<file path="config.mk">
export PLATFORM = sky130hd
export DESIGN_NAME = seven_segment_mux_ctrl_flat
export DESIGN_NICKNAME = d
export VERILOG_FILES = /design/src/rtl/seven_segment_mux_ctrl_if.sv /design/src/rtl/seven_segment_mux_ctrl.sv /design/src/flat_wrapper.sv
export SDC_FILE = /design/constraint.sdc
export NUM_CORES = 1
export LEC_CHECK = 0
export ABC_AREA = 0
export ABC_CLOCK_PERIOD_IN_PS = 3000
export CAP_MARGIN = 25
export CELL_PAD_IN_SITES_DETAIL_PLACEMENT = 0
export CELL_PAD_IN_SITES_GLOBAL_PLACEMENT = 2
export CORE_MARGIN = 3
export CORE_UTILIZATION = 36
export DETAILED_ROUTE_END_ITERATION = 12
export MAX_ROUTING_LAYER = met4
export PLACE_DENSITY = 0.81
export SLEW_MARGIN = 40
export SYNTH_ARGS = -nofsm -noshare
export SYNTH_HDL_FRONTEND = slang
export SYNTH_SLANG_ARGS = --single-unit
</file>
<file path="constraint.sdc">
create_clock -name clk -period 3 [get_ports clk]
set_input_delay 0.6 -clock clk [delete_from_list [all_inputs] [get_ports clk]]
set_output_delay 0.6 -clock clk [all_outputs]
set_load 0.1 [all_outputs]
</file>
<file path="src/rtl/seven_segment_mux_ctrl_if.sv">
// seven_segment_mux_ctrl_if: value/control inputs and scan outputs of the seven-segment controller
interface seven_segment_mux_ctrl_if #(
  parameter int NUM_DIGITS = 8,
  parameter int DATA_W = 27
);
  logic [DATA_W-1:0] in_data;
  logic out_of_range;
  logic [NUM_DIGITS-1:0] dp_mask;
  logic [NUM_DIGITS-1:0] anode;
  logic [7:0] select_seg;
  logic conv_done;
  modport master (output in_data, out_of_range, dp_mask, input anode, select_seg, conv_done);
  modport slave (input in_data, out_of_range, dp_mask, output anode, select_seg, conv_done);
endinterface

</file>
<file path="src/rtl/seven_segment_mux_ctrl.sv">
// seven_segment_mux_ctrl: double-dabble binary-to-BCD converter plus multiplexed 7-segment scanner.
// Define SEG_LZ_BLANK_EN to blank leading zero digits.
module seven_segment_mux_ctrl #(
  parameter int NUM_DIGITS = 8,
  parameter int DATA_W = 27,
  parameter int DIGIT_PERIOD = 262144
) (
  input logic clk,
  input logic rst,
  seven_segment_mux_ctrl_if.slave bus
);
  localparam int BW = 4 * NUM_DIGITS + 4;
  localparam int CW = $clog2(DATA_W + 1);
  localparam int PW = $clog2(DIGIT_PERIOD);
  localparam int IW = $clog2(NUM_DIGITS);
  localparam logic [CW-1:0] CMAX = CW'(DATA_W - 1);
  localparam logic [PW-1:0] PMAX = PW'(DIGIT_PERIOD - 1);
  localparam logic [IW-1:0] IMAX = IW'(NUM_DIGITS - 1);
  localparam logic [IW-1:0] D2 = IW'(2);
  localparam logic [7:0] SEG_E = 8'b01100001;
  localparam logic [7:0] SEG_R = 8'b11110101;
  typedef enum logic [1:0] {IDLE, SHIFT, COMMIT} state_t;
  state_t state_q, state_d;
  logic [CW-1:0] cnt_q, cnt_d;
  logic [DATA_W-1:0] bin_q, bin_d;
  logic [BW-1:0] bcd_q, bcd_d, bcd_adj;
  logic ovf_q, ovf_d, oor_q, oor_d, err_q, err_d, done_q, done_d;
  logic [4*NUM_DIGITS-1:0] disp_q, disp_d;
  logic [PW-1:0] presc_q, presc_d;
  logic [IW-1:0] idx_q, idx_d;
  logic [NUM_DIGITS-1:0] anode_q, anode_d, lz;
  logic [7:0] seg_q, seg_d, glyph;
  logic [3:0] nib;
  logic nz;
  function automatic logic [7:0] enc(input logic [3:0] n);
    case (n)
      4'd0: enc = 8'b00000011;
      4'd1: enc = 8'b10011111;
      4'd2: enc = 8'b00100101;
      4'd3: enc = 8'b00001101;
      4'd4: enc = 8'b10011001;
      4'd5: enc = 8'b01001001;
      4'd6: enc = 8'b01000001;
      4'd7: enc = 8'b00011111;
      4'd8: enc = 8'b00000001;
      4'd9: enc = 8'b00001001;
      default: enc = 8'hFF;
    endcase
  endfunction
  always_comb begin
    bcd_adj = bcd_q;
    for (int i = 0; i <= NUM_DIGITS; i++)
      bcd_adj[4*i +: 4] = bcd_q[4*i +: 4] >= 4'd5 ? bcd_q[4*i +: 4] + 4'd3 : bcd_q[4*i +: 4];
  end
  always_comb begin
    state_d = state_q;
    cnt_d = cnt_q;
    bin_d = bin_q;
    bcd_d = bcd_q;
    ovf_d = ovf_q;
    oor_d = oor_q;
    err_d = err_q;
    disp_d = disp_q;
    done_d = 1'b0;
    case (state_q)
      IDLE: begin
        bin_d = bus.in_data;
        oor_d = bus.out_of_range;
        bcd_d = '0;
        ovf_d = 1'b0;
        cnt_d = '0;
        state_d = SHIFT;
      end
      SHIFT: begin
        {bcd_d, bin_d} = {bcd_adj, bin_q} << 1;
        // a carry out of the overflow nibble must still flag the error
        ovf_d = ovf_q | bcd_adj[BW-1];
        cnt_d = cnt_q + 1'b1;
        state_d = cnt_q == CMAX ? COMMIT : SHIFT;
      end
      COMMIT: begin
        err_d = oor_q | ovf_q | (bcd_q[BW-1 -: 4] != 4'd0);
        disp_d = bcd_q[4*NUM_DIGITS-1:0];
        done_d = 1'b1;
        state_d = IDLE;
      end
      default: state_d = IDLE;
    endcase
  end
  always_comb begin
    lz = '0;
    nz = 1'b0;
`ifdef SEG_LZ_BLANK_EN
    for (int i = NUM_DIGITS - 1; i > 0; i--) begin
      nz = nz | (disp_q[4*i +: 4] != 4'd0);
      lz[i] = ~nz;
    end
`endif
    presc_d = presc_q == PMAX ? '0 : presc_q + 1'b1;
    idx_d = presc_q == PMAX ? (idx_q == IMAX ? '0 : idx_q + 1'b1) : idx_q;
    anode_d = ~(NUM_DIGITS'(1) << idx_q);
    nib = disp_q[{idx_q, 2'b00} +: 4];
    glyph = err_q ? (idx_q == D2 ? SEG_E : idx_q < D2 ? SEG_R : 8'hFF) : lz[idx_q] ? 8'hFF : enc(nib);
    seg_d = {glyph[7:1], glyph[0] & ~bus.dp_mask[idx_q]};
  end
  always_ff @(posedge clk) begin
    if (rst) begin
      state_q <= IDLE;
      cnt_q <= '0;
      bin_q <= '0;
      bcd_q <= '0;
      ovf_q <= 1'b0;
      oor_q <= 1'b0;
      err_q <= 1'b0;
      disp_q <= '0;
      done_q <= 1'b0;
      presc_q <= '0;
      idx_q <= '0;
      anode_q <= '1;
      seg_q <= 8'hFF;
    end else begin
      state_q <= state_d;
      cnt_q <= cnt_d;
      bin_q <= bin_d;
      bcd_q <= bcd_d;
      ovf_q <= ovf_d;
      oor_q <= oor_d;
      err_q <= err_d;
      disp_q <= disp_d;
      done_q <= done_d;
      presc_q <= presc_d;
      idx_q <= idx_d;
      anode_q <= anode_d;
      seg_q <= seg_d;
    end
  end
  assign bus.anode = anode_q;
  assign bus.select_seg = seg_q;
  assign bus.conv_done = done_q;
endmodule

</file>
<file path="src/flat_wrapper.sv">
// flat-port wrapper written by rule: the top's interface ports become plain ports
module seven_segment_mux_ctrl_flat 
#(
  parameter int NUM_DIGITS = 8,
  parameter int DATA_W = 27,
  parameter int DIGIT_PERIOD = 262144
)
  (clk, rst, bus_in_data, bus_out_of_range, bus_dp_mask, bus_anode, bus_select_seg, bus_conv_done);
  seven_segment_mux_ctrl_if #(.NUM_DIGITS(NUM_DIGITS), .DATA_W(DATA_W)) bus_i ();
  input logic clk;
  input logic rst;
  input wire logic [$bits(bus_i.in_data)-1:0] bus_in_data;
  input wire logic [$bits(bus_i.out_of_range)-1:0] bus_out_of_range;
  input wire logic [$bits(bus_i.dp_mask)-1:0] bus_dp_mask;
  output wire logic [$bits(bus_i.anode)-1:0] bus_anode;
  output wire logic [$bits(bus_i.select_seg)-1:0] bus_select_seg;
  output wire logic [$bits(bus_i.conv_done)-1:0] bus_conv_done;
  assign bus_i.in_data = bus_in_data;
  assign bus_i.out_of_range = bus_out_of_range;
  assign bus_i.dp_mask = bus_dp_mask;
  assign bus_anode = bus_i.anode;
  assign bus_select_seg = bus_i.select_seg;
  assign bus_conv_done = bus_i.conv_done;
  seven_segment_mux_ctrl #(.NUM_DIGITS(NUM_DIGITS), .DATA_W(DATA_W), .DIGIT_PERIOD(DIGIT_PERIOD)) u_core (.clk(clk), .rst(rst), .bus(bus_i));
endmodule
</file>
## Yosys cells after proc, flatten, opt, wreduce, memory -nomap -nowiden

Memories as Yosys holds them, arrays and structs flattened. A register that Yosys moved wholly into a read port is not among the register bits.
Cells that the tools add are included.

| word-level totals | value |
|---|---|
| register bits after elaboration | 143 |
| memories kept | 2 |
| bits in latches | 0 |
| RAM bits | 0 |
| logic and storage cells | 82 |
| bits in read-only memories | 120 |

| operators by class | value |
|---|---|
| add/sub/neg operators | 12 |
| divide/modulo/power cells | 0 |
| bitwise gates (word level) | 6 |
| multiplexer cells | 26 |
| multipliers | 0 |
| shifts and indexed selects | 2 |
| eq/ne operators | 6 |
| magnitude comparators | 11 |
| reductions and logical operators | 4 |

Memories:

| name | words | width | read ports | clocked after memory_dff | write ports | line | text |
|---|---|---|---|---|---|---|---|
| (name not given) | 16 | 7 | 1 | 0 | 0 | seven_segment_mux_ctrl.sv:36 | `case (n)` |
| (name not given) | 8 | 1 | 1 | 1 | 0 | seven_segment_mux_ctrl.sv:103 | `glyph = err_q ? (idx_q == D2 ? SEG_E : idx_q < D2 ? SEG_R : 8'hFF) : lz[idx_q] ? 8'hFF : enc(nib);` |

Operators by type and width:

| cell | number |
|---|---|
| 36-bit one-hot mux with 2 select lines | 1 |
| 27-bit one-hot mux with 2 select lines | 1 |
| 4-bit 2-to-1 mux | 10 |
| 4-bit by 2-bit adder with 4-bit output, second input constant | 9 |
| 4-bit by 3-bit >= comparator with 1-bit output, second input constant | 9 |
| 32-bit by 6-bit indexed part select with 4-bit output | 1 |
| 8-bit 2-to-1 mux | 3 |
| 18-bit by 1-bit adder with 18-bit output, second input constant | 1 |
| 18-bit == test, second input constant | 1 |
| 5-bit one-hot mux with 2 select lines | 1 |
| 3-bit 2-to-1 mux | 3 |
| 8-bit NOT | 1 |
| 1-bit by 3-bit << shifter with 8-bit output, first input constant | 1 |
| 5-bit by 1-bit adder with 5-bit output, second input constant | 1 |
| 5-bit == test, second input constant | 1 |
| 3-bit by 4-bit less-than comparator with 1-bit output, second input constant | 1 |
| 2-bit one-hot mux with 2 select lines | 1 |
| 4-bit nonzero test | 1 |
| 3-bit by 1-bit adder with 3-bit output, second input constant | 1 |
| 1-bit binary-select mux with 3-bit select | 1 |
| 3-bit by 2-bit == test with 1-bit output, second input constant | 1 |
| 3-bit == test, second input constant | 1 |
| 3-bit by 2-bit less-than comparator with 1-bit output, second input constant | 1 |
| 1-bit 2-to-1 mux | 3 |
| 10 further kinds | 12 |

## Logic depth before layout (Yosys ltp)

| depth | value |
|---|---|
| depth in word-level cells | 5 |
| depth in mapped cells | 8 |
| gate-level depth less buffers | 7 |

## Worst setup path after synthesis

No wires, ideal clock.

| timing path | value |
|---|---|
| path type | reg2reg |
| start | register u_core.idx_q[0] |
| end | register u_core.seg_q[4] (netlist: u_core.bus.select_seg[4]) |
| setup time | 0.114 ns |
| stages on the path, launching flop included | 9 |
| path slack | 0.843 ns |
| clock period less this slack | 2.157 ns |
| required time | 2.886 ns |
| arrival | 2.043 ns |
| cell sequence | dfxtp_1 buf_6 mux4_1 mux2i_2 inv_1 ha_1 nand2_1 o21ai_0 a21o_1 |

| on the way | value |
|---|---|
| cells in the longest elaborated chain, start to end | 4 |

Ends and longest elaborated chain:

| what | line | text |
|---|---|---|
| from (decl) | seven_segment_mux_ctrl.sv:30 | `logic [IW-1:0] idx_q, idx_d;` |
| from (signal assigned) | seven_segment_mux_ctrl.sv:132 | `idx_q <= idx_d;` |
| 32-bit by 6-bit indexed part select with 4-bit output | seven_segment_mux_ctrl.sv:102 | `nib = disp_q[{idx_q, 2'b00} +: 4];` |
| memory read 16 x 7 bit | - |  |
| 8-bit 2-to-1 mux | seven_segment_mux_ctrl.sv:103 |  |
| 8-bit 2-to-1 mux (*) | seven_segment_mux_ctrl.sv:103 |  |
| to (signal assigned) | seven_segment_mux_ctrl.sv:134 | `seg_q <= seg_d;` |
| to (decl) | seven_segment_mux_ctrl.sv:32 | `logic [7:0] seg_q, seg_d, glyph;` |

Mark *: on every way between the ends. The rest lies on a longest branch, timed or not.
A chain may end at the register's enable or synchronous reset.

## Worst setup path after layout

Same ends and word-level chain as after synthesis.

==> impl_metrics.toml <==
[critical_path]
crit_chain = "mux4_1 > mux2i_2 > inv_1 > ha_1 > nand2_1 > o21ai_0 > a21o_1"
end_kind = "flop"
required_ns = 3.30
worstSetupStartpoint = "u_core.idx_q[0]"
cp_data_arrival_time_ns = 2.67
critPathMaxFanout = 9
timing.critical_path.from_type = "flop"
r2r_start = "u_core.idx_q[0]"
r2r_setup_slack_ns = 0.63
worstSetupPathType = "flop to flop"
crit_path_top_delay_cell = "mux4_1"
cp_slowest_stage_delay_ns = 0.64

[cts]
post-cts-setup-buffers = 0
postCtsHoldBufs = 0
cts_buffers = 17
ctsRootBufferMaster = "clkbuf_16"
cts_tree = "done"
clock_tree.buffer_depth = 2
cts.sink_count = 143
htree_num_levels = 4
cts.repair.resized = 0
clk_pin_slew_ns = 0.06
clkLatencyLatePin_ns = 0.41

[timing]
max_freq_mhz = 422.1
worstMarginPinSlew_ns = 0.5637
final.min_clock_period_ns = 2.369
skew_ns = 0.008602
rsz0062_at_grt = "no"
period_share_pct = 78.98
setup_viol = 0
drv_slew = 0
final_hold_viol_count = 0
setup_tns_ns = 0
maxSlewHeadroom_pct = 62.42
hold_slack_ns = 0.4551

[route]
drc = 0
firstDrtPassIters = 4
avgViaCountPerCell = 5.040
drt_wl_total_um = 14400
antenna_left = 0
vias = 5226
wire_per_inst_um = 13.89
drt_iter0_markers = 283

[logic_synthesis]
netlist_instances = 759
synth_fa_ha_area_share_pct = 6.362
synth_edf_count = 0
synth_top_family_by_area = "simple AND/OR/NAND/NOR gates"
muxShareOfSynthArea_pct = 10.55
synthSimpleGateAreaFrac_pct = 18.36
postSynth.asyncResetShare_pct = 0
synth_xor_area_share_pct = 4.716
post_synth_num_cell_types = 47
syn_nets = 831
synth-main-ff-cell = "dfxtp_1"
syn-cell-area_um2 = 6686
ys_seq_area_share_pct = 42.81
ys_seq_elements = 143
yosys_warnings = 0
postSynthAreaPerCell_um2 = 8.810
synth_compound_area_share_pct = 13.06

[floorplan]
die_area_um2 = 20250
core_area_um2 = 18090
io_pins = 55
rows = 49
die_w_um = 142.3
start_util_pct = 36.97
die_height_um = 142.3

[pwr]
p_leak_nw = 3.060
p_total_w = 0.004231
powerDensity_nw_per_um2 = 532.4
ir_drop_mv = 0.3710
switching_share_pct = 21.98
seqPwrFrac_pct = 46.2
switchingPower_w = 0.0009302
combPwrFrac_pct = 5.7
clockPowerShare_pct = 48.2
p_int_w = 0.003301

[place]
dp_hpwl_um = 9560
port_buffers = 54
place_congestion = 0.8248

[global_route]
grt_pass1_vias = 5032
grtUsageTotal_pct = 15.24
grt_max_degree = 102
grt.overflow.total = 0
grt_pass1_wl_um = 24430
grt_antenna_before_repair = 0

[finish]
fillers = 1777
num_antenna_cells = 0
syn_to_final_growth_pct = 18.86
final_nets = 869
layout-drive-gt1-share_pct = 8.911

[flow_run]
drv_cap = 0

[outcome]
outcome = "finished clean"

[min_path]
hold_path_class = "flop to flop"
hp-start = "u_core.disp_q[25]"
==> metrics by stage <==
step / cells / utilization, % / area, um^2 / worst slack, ns
detailed placement: 1007 / 40.79 / 7377 / 0.6358
global placement: 1007 / 40.79 / 7377 / 0.7125
floorplan: 759 / - / 6686 / 0.8426
global route: 1037 / 43.94 / 7948 / 0.4497
CTS: 1037 / 43.94 / 7948 / 0.6185
finish: 1037 / 43.94 / 7948 / 0.6306
==> worst max-delay path, delay by kind of cell, from the launching register on <==
kind	cells	cell delay [ns]
AO/OA/AOI/OAI	2	0.28
buffers and inverters	1	0.12
adder cells (fa/ha/maj)	1	0.21
AND/OR/NAND/NOR	1	0.07
multiplexers	2	0.99
flip-flops	1	0.60
==> Yosys cell counts (2+ instances only) <==
master    count  area, um^2
mux2i_4       2       45.04
inv_2         2       7.510
buf_2         5       25.02
nand4_1       5       31.28
mux2i_1      38       380.4
and4_1        2       17.52
nor3b_1       9       67.56
a21o_1       12       90.09
a21oi_1      78       390.4
o21ai_0      23       115.1
nor2b_1       3       18.77
nand3_1      19       95.09
o21ai_1       2       10.01
xnor2_1      27       236.5
and3_1        3       18.77
o31ai_2       2       25.02
ha_1         34       425.4
a22oi_1      19       142.6
buf_1         3       11.26
inv_1        24       90.09
mux4_2        3       67.56
a32oi_1       8       70.07
nand2_1      88       330.3
nor2_1      114       427.9
nand4b_1      2       17.52
clkbuf_1     35       131.4
nor3_1        8       40.04
nand2b_1     14       87.58
dfxtp_1     143        2863
xor2_1        9       78.83
mux4_1        7       183.9
==> layout make-up <==
cell class | instances | area, um^2 | share of cell area, %
Clock inverter | 4 | 51.30 | 0.6455
Multi-Input combinational cell | 546 | 3552 | 44.69
Timing Repair Buffer | 63 | 575.6 | 7.242
Tap cell | 229 | 286.5 | 3.605
Clock buffer | 26 | 519.2 | 6.533
Inverter | 26 | 97.59 | 1.228
Sequential cell | 143 | 2865 | 36.05
==> power by group through the flow <==
stage	logic, W	clock network [W]	registers (W)
after global placement	0.000240	0	0.00199
after detailed placement	0.000242	0	0.00199
final	0.000240	0.00204	0.00195
after global routing	0.000263	0.00218	0.00196
after floorplan	0.000117	0	0.00203
after CTS	0.000244	0.00210	0.00195
==> logic make-up (layout without fill, tap and decap cells) <==
family                     Yosys count  after routing
AOI/OAI and AO/OA                  148            148
adders and majority gates           34             34
muxes                               52             52
xor gates and xnor gates            36             36
DFF                                143            143
and+or+nand+nor                    276            276
buffers and inverters               70            119
==> layout by cell type (no fill, tap or decap), drive strengths merged, types with 3 or more instances in the layout <==
cell / netlist / routed
a21o: 12 / 12
a21oi: 78 / 78
a22oi: 19 / 19
a32oi: 8 / 8
and3: 3 / 3
buf: 9 / 27
clkbuf: 35 / 26
clkdlybuf4s50: 0 / 36
dfxtp: 143 / 143
ha: 34 / 34
inv: 26 / 26
mux2i: 41 / 41
mux4: 10 / 10
nand2: 88 / 88
nand2b: 14 / 14
nand3: 20 / 20
nand4: 5 / 5
nor2: 115 / 115
nor2b: 3 / 3
nor3: 8 / 8
nor3b: 9 / 9
o21ai: 25 / 25
xnor2: 27 / 27
xor2: 9 / 9
==> worst paths after layout <==
path	endpoint	cells past startpoint
worst max-delay path	u_core.bus.select_seg[4]	7
worst min-delay path	u_core.disp_q[25]	2
worst max register to register	u_core.bus.select_seg[4]	7
worst min register to register	u_core.disp_q[25]	2
==> layer usage <==
metal	up-vias	share of wire, %	global-route usage (%)
met2	76	45	23.75
li1	2665	-	-
met4	0	0.88	3.990
met5	-	0	-
met3	8	4.3	4.133
met1	2477	50	19.63
==> registers in the layout, indices dropped and copies added (netlist names) <==
register,count
u_core.disp_q,32
u_core.cnt_q,5
u_core.bus.anode,8
u_core.bus.select_seg,8
u_core.bin_q,27
u_core.bus.conv_done,1
u_core.idx_q,3
u_core.presc_q,18
u_core.err_q,1
u_core.ovf_q,1
u_core.oor_q,1
u_core.state_q,2
u_core.bcd_q,36
Note: power is estimated with default switching activity, not from simulation.
